File: src/rtl/err_comp_acc.sv
// rtl/err_comp_acc.sv - rounding-error compensation accumulator for dot-product windows
module err_comp_acc #(
    parameter int N_TERMS = 16,
    parameter int ACC_W   = 24
) (
    input  logic                    clk,
    input  logic                    rst_n,
    input  logic                    in_valid,
    output logic                    in_ready,
    input  logic [15:0]             rounded_err,
    input  logic                    in_last,
    input  logic [ACC_W-1:0]        mac_sum,
    output logic                    out_valid,
    input  logic                    out_ready,
    output logic [ACC_W-1:0]        err_acc,
    output logic [ACC_W-1:0]        corrected_sum,
    output logic [8:0]              term_cnt,
    output logic                    sat_flag,
    output logic                    align_err
);

    typedef enum logic {
        S_ACC  = 1'b0,
        S_HOLD = 1'b1
    } state_t;

    localparam logic [8:0]       N_TERMS_C = 9'(N_TERMS);
    localparam logic [ACC_W-1:0] MAX_VAL   = {1'b0, {(ACC_W-1){1'b1}}};
    localparam logic [ACC_W-1:0] MIN_VAL   = {1'b1, {(ACC_W-1){1'b0}}};

    state_t           state_q, state_d;
    logic [ACC_W-1:0] sum_q, sum_d;
    logic [8:0]       cnt_q, cnt_d;
    logic             sat_q, sat_d;
    logic             align_q, align_d;
    logic [ACC_W-1:0] err_acc_q, err_acc_d;
    logic [ACC_W-1:0] corr_q, corr_d;
    logic [8:0]       term_cnt_q, term_cnt_d;
    logic             sat_flag_q, sat_flag_d;
    logic             align_err_q, align_err_d;

    logic [ACC_W-1:0] err_ext;
    logic [ACC_W:0]   beat_wide;
    logic             beat_ovf;
    logic [ACC_W-1:0] beat_sum;
    logic [ACC_W:0]   corr_wide;
    logic             corr_ovf;
    logic [ACC_W-1:0] corr_sum;
    logic [8:0]       cnt_inc;
    logic             closing;
    logic             beat_align;

    // Datapath: one extra bit catches overflow of each add; clip to the signed range.
    always_comb begin
        err_ext    = {{(ACC_W-16){rounded_err[15]}}, rounded_err};
        beat_wide  = {sum_q[ACC_W-1], sum_q} + {err_ext[ACC_W-1], err_ext};
        beat_ovf   = beat_wide[ACC_W] ^ beat_wide[ACC_W-1];
        beat_sum   = beat_ovf ? (beat_wide[ACC_W] ? MIN_VAL : MAX_VAL)
                              : beat_wide[ACC_W-1:0];
        corr_wide  = {mac_sum[ACC_W-1], mac_sum} + {beat_sum[ACC_W-1], beat_sum};
        corr_ovf   = corr_wide[ACC_W] ^ corr_wide[ACC_W-1];
        corr_sum   = corr_ovf ? (corr_wide[ACC_W] ? MIN_VAL : MAX_VAL)
                              : corr_wide[ACC_W-1:0];
        cnt_inc    = cnt_q + 9'd1;
        closing    = in_last || (cnt_inc == N_TERMS_C);
        beat_align = |rounded_err[1:0];
    end

    // Next-state: accumulate in ACC, publish on the closing beat, clear on drain.
    always_comb begin
        state_d     = state_q;
        sum_d       = sum_q;
        cnt_d       = cnt_q;
        sat_d       = sat_q;
        align_d     = align_q;
        err_acc_d   = err_acc_q;
        corr_d      = corr_q;
        term_cnt_d  = term_cnt_q;
        sat_flag_d  = sat_flag_q;
        align_err_d = align_err_q;
        if (state_q == S_ACC) begin
            if (in_valid) begin
                sum_d   = beat_sum;
                cnt_d   = cnt_inc;
                sat_d   = sat_q | beat_ovf;
                align_d = align_q | beat_align;
                if (closing) begin
                    err_acc_d   = beat_sum;
                    corr_d      = corr_sum;
                    term_cnt_d  = cnt_inc;
                    sat_flag_d  = sat_q | beat_ovf | corr_ovf;
                    align_err_d = align_q | beat_align;
                    state_d     = S_HOLD;
                end
            end
        end else begin
            if (out_ready) begin
                state_d = S_ACC;
                sum_d   = '0;
                cnt_d   = '0;
                sat_d   = 1'b0;
                align_d = 1'b0;
            end
        end
    end

    // State and result registers; reset discards any partial window or held result.
    always_ff @(posedge clk or negedge rst_n) begin
        if (!rst_n) begin
            state_q     <= S_ACC;
            sum_q       <= '0;
            cnt_q       <= '0;
            sat_q       <= 1'b0;
            align_q     <= 1'b0;
            err_acc_q   <= '0;
            corr_q      <= '0;
            term_cnt_q  <= '0;
            sat_flag_q  <= 1'b0;
            align_err_q <= 1'b0;
        end else begin
            state_q     <= state_d;
            sum_q       <= sum_d;
            cnt_q       <= cnt_d;
            sat_q       <= sat_d;
            align_q     <= align_d;
            err_acc_q   <= err_acc_d;
            corr_q      <= corr_d;
            term_cnt_q  <= term_cnt_d;
            sat_flag_q  <= sat_flag_d;
            align_err_q <= align_err_d;
        end
    end

    // Handshakes follow the state flop directly.
    always_comb begin
        in_ready      = (state_q == S_ACC);
        out_valid     = (state_q == S_HOLD);
        err_acc       = err_acc_q;
        corrected_sum = corr_q;
        term_cnt      = term_cnt_q;
        sat_flag      = sat_flag_q;
        align_err     = align_err_q;
    end

endmodule

File: config.mk
export PLATFORM = sky130hd
export DESIGN_NAME = err_comp_acc
export DESIGN_NICKNAME = d
export VERILOG_FILES = /design/src/rtl/err_comp_acc.sv
export SDC_FILE = /design/constraint.sdc
export NUM_CORES = 1
export LEC_CHECK = 0
export CAP_MARGIN = 20
export CORE_UTILIZATION = 44
export DETAILED_ROUTE_END_ITERATION = 12
export PLACE_DENSITY = 0.7
export SYNTH_ARGS = -nofsm -noshare
export SYNTH_HDL_FRONTEND = slang
export SYNTH_SLANG_ARGS = --single-unit
File: constraint.sdc
create_clock -name clk -period 5.2 [get_ports clk]
set_clock_uncertainty 0.1 [all_clocks]
set_input_delay 1.3 -clock clk [delete_from_list [all_inputs] [get_ports clk]]
set_output_delay 1.3 -clock clk [all_outputs]
set_load 0.005 [all_outputs]
After elaboration in Yosys (flattened, before gate mapping)
Cells that the tools add are included.

cells by class
  bitwise gates (word level) = 6
  equal/unequal tests = 2
  reductions and logical operators = 5
  $add $sub $neg = 3
  multiplexer cells = 19

operators with widths
  operator                                       count
  2-to-1 mux 24 bit                              7
  2-to-1 mux 9 bit                               3
  adder 24 x 16 -> 25 bit                        1
  adder 24 x 24 -> 25 bit                        1
  adder 9 x 1 -> 9 bit, second input constant    1
  == test 9 x 5 -> 1 bit, second input constant  1
  2-to-1 mux 1 bit                               9
  bitwise OR 1 bit                               3
  AND reduction 3 bit                            1
  inequality test 2 bit, second input constant   1
  AND reduction 2 bit                            1
  nonzero test 2 bit                             1
  OR reduction 2 bit                             1
  XOR 1 bit                                      2
  logical OR 1 bit                               1
  inverter 1 bit                                 1

word-level totals
  input bits = 45
  register bits after elaboration = 95
  logic and storage cells = 45
  output and inout port bits = 61

Depth between registers and ports, before layout
  word-level depth = 6
  gate-level depth with buffers = 26
  depth with buffers taken out = 23

Least setup slack after synthesis
No wires, ideal clock.

  kind = input port to flip-flop
  start point = input rounded_err[15]
  end point = register corr_q[10], in the netlist corrected_sum[10]
  data required time = 4.978 ns
  buffers on the path = 3
  library setup time = 0.122 ns
  slack = -1.474 ns
  cell stages on the path = 24
  arrival = 6.453 ns
  cell sequence = ha_1 > clkbuf_1 > or4_1 > o2111ai_1 > o21ai_0 > a21oi_1 > o21a_1 > mux2i_1 > a2111o_1 > ha_1 > inv_1 > nor4_2 > buf_4 > a21oi_1 > ha_1 > nand3_1 > a2111oi_4 > o21ai_1 > a21o_1 > a2111oi_2 > nor3_4 > o21bai_4 > buf_4 > o21ai_1

between the ends
  longest elaborated chain between the ends = 6
  elaborated cells on any way between the ends = 8
  those cells by class = add/sub (2); mux (4); bitwise (2)

ends and longest elaborated chain
  what                                            line    text
  from (decl)                                     10      input logic [15:0] rounded_err,
  adder 24 x 16 -> 25 bit *                       56      beat_wide = {sum_q[ACC_W-1], sum_q} + {err_ext[ACC_W-1], err_ext};
  2-to-1 mux 24 bit or XOR 1 bit (tied branches)  58, 57
  2-to-1 mux 24 bit *                             58      beat_sum = beat_ovf ? (beat_wide[ACC_W] ? MIN_VAL : MAX_VAL)
  net beat_sum[1]                                 45      logic [ACC_W-1:0] beat_sum;
  adder 24 x 24 -> 25 bit *                       60      corr_wide = {mac_sum[ACC_W-1], mac_sum} + {beat_sum[ACC_W-1], beat_sum};
  2-to-1 mux 24 bit or XOR 1 bit (tied branches)  62, 61
  2-to-1 mux 24 bit *                             62      corr_sum = corr_ovf ? (corr_wide[ACC_W] ? MIN_VAL : MAX_VAL)
  to (signal assigned)                            127     corr_q <= corr_d;
  to (decl)                                       37      logic [ACC_W-1:0] corr_q, corr_d;

The timed path passes the listed nets; every way through them passes the cells marked *.
A chain may end at the register's enable or synchronous reset.

Worst setup path in the final report
  start point = input rounded_err[0]
  end point = register corr_q[9], in the netlist corrected_sum[9]

Same word-level chain as after synthesis.

==> impl_summary.txt <==
----------------------------------------------------
[Run status]
  Run status ... complete, but fails checks
  Violations in the final reports ... negative setup slack

[Global routing]
  Met3 Resource Use GR ... 3.06%
  Total overflow reported by the global router ... 0
  Met2 capacity usage during global routing ... 45.3%
  Number of global-route vias before repair ... 6,967
  First-pass GRT wire length ... 34,800 um
  Initial antenna violation count ... 0
  Pin count of the biggest net entering global routing ... 71
  Layer carrying the most global-route usage ... met2
  Met1 demand-to-capacity share in global routing ... 37.4%
  Overall global routing resource usage ... 27.4%

[Die]
  Die W ... 127 um
  Core footprint ... 15,300 um2
  DIE AREA ... 16,200 um2
  Number of primary I/O pins ... 106
  Site Rows ... 45
  Die outline height ... 127 um
  Initial core utilization ... 45.2%

[Critical path]
  Max stage delay on crit path ... 0.34 ns
  Buffers and inverters on the worst path ... 6
  Critical path peak fanout ... 9
  Data required time of the worst path ... 5.37 ns
  Worst reg2reg path endpoint ... corrected_sum[9]
  Worst path slowest cell ... sky130_fd_sc_hd__ha_4
  Critical Path Start Type ... input pin
  Category of the most critical setup path ... in2reg
  Endpoint type of the worst setup path ... flop
  Worst R2R Setup Slack ... -0.09 ns
  Reg2reg start ... sum_q[1]
  Crit path DAT ... 6.04 ns
  Category of cells accounting for the largest share of critical-path delay ... compound AO/OA/AOI/OAI gates
  Number of cells traversed by the worst register-to-register path ... 25
  Cell type with the highest occurrence count on the critical path ... sky130_fd_sc_hd__ha_4

[Min path]
  Endpoint with the worst hold slack ... term_cnt[8]
  Source of the worst hold timing path ... term_cnt[8]
  Worst hold stages ... 2
  Worst hold-check path type ... reg2reg

[Finish]
  Flip-flop and latch area ... 2380 um2
  Area of the multi-input gates ... 5070 um2
  Final Instance Count excl. Fillers ... 1,306
  Filler cell count ... 1,077
  Area delta synth->final ... 60.7%
  Final-stage net count ... 1,189
  Antenna Diode Count ... 0
  Fraction of layout cells with a size suffix above 1 ... 38.6%
  Core Util, Final ... 72.6%

[Placed design]
  Placer congestion estimate ... 0.908
  Final HPWL from detailed placement ... 15,900 um
  Number of input and output port buffers inserted ... 105
  Total instance count after detailed placement ... 1,260

[Detailed routing]
  Detailed-route vias per instance ... 5.60
  Wire length after detailed routing ... 23,000 um
  ANT nets after route ... 0
  Number of DRC markers in iteration 0 ... 596
  Wire per inst ... 17.6 um
  Detailed-route via count ... 7,313
  DRC errors left ... 0
  Length of the first detailed-routing pass in iterations ... 5

[Clock network]
  TritonCTS clock tree ... done
  Cell chosen for the clock root ... sky130_fd_sc_hd__clkbuf_16
  Number of CTS-inserted buffers ... 9
  Number of buffers on the longest clock path ... 2
  Clock transition at path regs ... 0.08 ns
  Skew-Pair Late Insertion Delay ... 0.36 ns
  CTS sink cnt ... 95
  CTS hold repair buffers ... 0
  Maximum level of the CTS H-tree ... 3

[Synthesis]
  Number of register bits inferred by synthesis ... 95
  Synthesized Nets ... 873
  Predominant post-synthesis flop cell ... sky130_fd_sc_hd__dfrtp_1
  Netlist area before placement ... 6890 um2
  Post-Synthesis Mean Instance Area ... 8.90 um2
  Number of distinct library cell variants in the gate-level netlist after synthesis ... 71
  Sequential area share after synthesis ... 34.5%
  Fraction of synthesis flops using an asynchronous set or reset pin ... 100%
  Post-Synthesis Cells ... 774
  Number of synthesized flops with an enable pin ... 0
  Synth Warn # ... 0

[Timing]
  Slew @ Worst Pin ... 0.941 ns
  Final worst hold slack ... 0.384 ns
  Slew headroom ... 37.1%
  Unrepaired setup endpoints after global routing ... yes
  Fin crit share ... 113%
  Sum of negative setup slack ... -15.29 ns
  Final critical-path setup slack ... -0.670 ns
  Final setup violation count ... 25
  Maximum clock frequency ... 170 MHz
  Number of slew-limit violations in the final report ... 0
  Minimum period implied by the final worst setup slack ... 5.87 ns
  Hold Violations, Final ... 0

[Job]
  Maximum capacitance violations ... 0

----------------------------------------------------
[metrics by stage]
step	setup WS (ns)	area [um2]
after floorplan	-0.851	7120
after global placement	-1.50	9800
after detailed placement	-1.73	9800
after CTS	-0.732	10500
after global routing	-0.843	11100
final	-0.670	11100
[worst max path at each step]
stage | cells after the start | end | start
after floorplan | 24 | corrected_sum[11] | rounded_err[15]
after global placement | 24 | corrected_sum[14] | rounded_err[1]
after detailed placement | 27 | corrected_sum[7] | rounded_err[1]
after CTS | 26 | corrected_sum[7] | rounded_err[1]
after global routing | 25 | corrected_sum[9] | rounded_err[14]
final | 26 | corrected_sum[9] | rounded_err[0]
[registers in the layout, indices dropped and copies added, names as in the netlist]
register,cells
align_err,1
term_cnt,9
sum_q,24
err_acc,24
cnt_q,9
sat_flag,1
corrected_sum,24
out_valid,1
align_q,1
sat_q,1
[per-layer routing]
layer	wire, um	vias up	share of wire [%]
li1	-	3497	-
met2	11300	236	49
met3	1070	40	4.6
met4	516	0	2.2
met1	10100	3540	44
met5	0	-	0
[worst min-delay path: stages (launching register included)]
cell and delay [ns]:
sky130_fd_sc_hd__dfrtp_1 0.35, sky130_fd_sc_hd__nand2_1 0.05, sky130_fd_sc_hd__o21ai_0 0.06
[cells in the mapped netlist (all sizes together), types with 5 or more instances]
cell type | count | share of area [%]
a2111oi | 5 | 1.0
a211oi | 8 | 0.87
a21boi | 5 | 0.54
a21o | 19 | 2.1
a21oi | 62 | 4.5
a22o | 16 | 2.0
a31oi | 14 | 1.4
and3 | 10 | 1.1
buf | 22 | 2.0
clkbuf | 18 | 0.98
dfrtp | 95 | 34
ha | 52 | 9.4
inv | 23 | 1.3
mux2 | 18 | 2.9
nand2 | 76 | 4.1
nand2b | 6 | 0.54
nand3 | 19 | 1.4
nor2 | 44 | 2.4
nor2b | 8 | 0.73
nor3 | 22 | 1.8
nor4 | 5 | 0.54
o21a | 11 | 1.2
o21ai | 89 | 6.6
o21bai | 6 | 0.82
o31ai | 17 | 2.3
or3 | 5 | 0.45
xnor2 | 26 | 3.3
xor2 | 18 | 2.3
[area by class of cell]
| type | instances | area share [%] |
|---|---|---|
| Sequential cell | 95 | 21.5 |
| Clock inverter | 6 | 0.474 |
| Tap cell | 211 | 2.38 |
| Clock buffer | 10 | 2.07 |
| Timing Repair Buffer | 345 | 27.0 |
| Inverter | 24 | 0.836 |
| Multi-Input combinational cell | 615 | 45.8 |
[cell families (layout without fill, tap and decap cells)]
family / Yosys count / after routing / synth area share [%]
fa+ha+maj: 54 / 54 / 10.0
xor+xnor: 44 / 44 / 5.59
buf+inv: 64 / 385 / 4.32
mux: 20 / 20 / 3.23
compound gates: 286 / 286 / 27.8
simple gates: 211 / 211 / 14.5
flops: 95 / 95 / 34.5
[repair_timing]
item,4_1_cts,5_1_grt
gates cloned,1,2
setup endpoints to repair,25,25
hold endpoints to repair,0,0
buffers inserted,17,13
pin swaps,48,32
gates resized for setup,99,91
[cell usage in the layout (no fill, tap or decap), types with 15 or more instances in the layout]
cell type / count
sky130_fd_sc_hd__o21ai_1: 19
sky130_fd_sc_hd__a21o_1: 19
sky130_fd_sc_hd__mux2_2: 18
sky130_fd_sc_hd__nand2_1: 72
sky130_fd_sc_hd__nor3_1: 18
sky130_fd_sc_hd__xor2_1: 18
sky130_fd_sc_hd__a21oi_1: 32
sky130_fd_sc_hd__ha_4: 22
sky130_fd_sc_hd__buf_4: 217
sky130_fd_sc_hd__a22o_1: 16
sky130_fd_sc_hd__nor2_1: 39
sky130_fd_sc_hd__o21ai_2: 17
sky130_fd_sc_hd__buf_6: 19
sky130_fd_sc_hd__dfrtp_1: 95
sky130_fd_sc_hd__nand3_1: 15
sky130_fd_sc_hd__clkdlybuf4s50_1: 89
sky130_fd_sc_hd__xnor2_1: 26
sky130_fd_sc_hd__ha_1: 25
sky130_fd_sc_hd__o21ai_0: 50
sky130_fd_sc_hd__a21oi_2: 24
sky130_fd_sc_hd__inv_1: 21
Power is not shown: default switching activity piles up to over one toggle a cycle in this logic, so the estimate is an artifact.
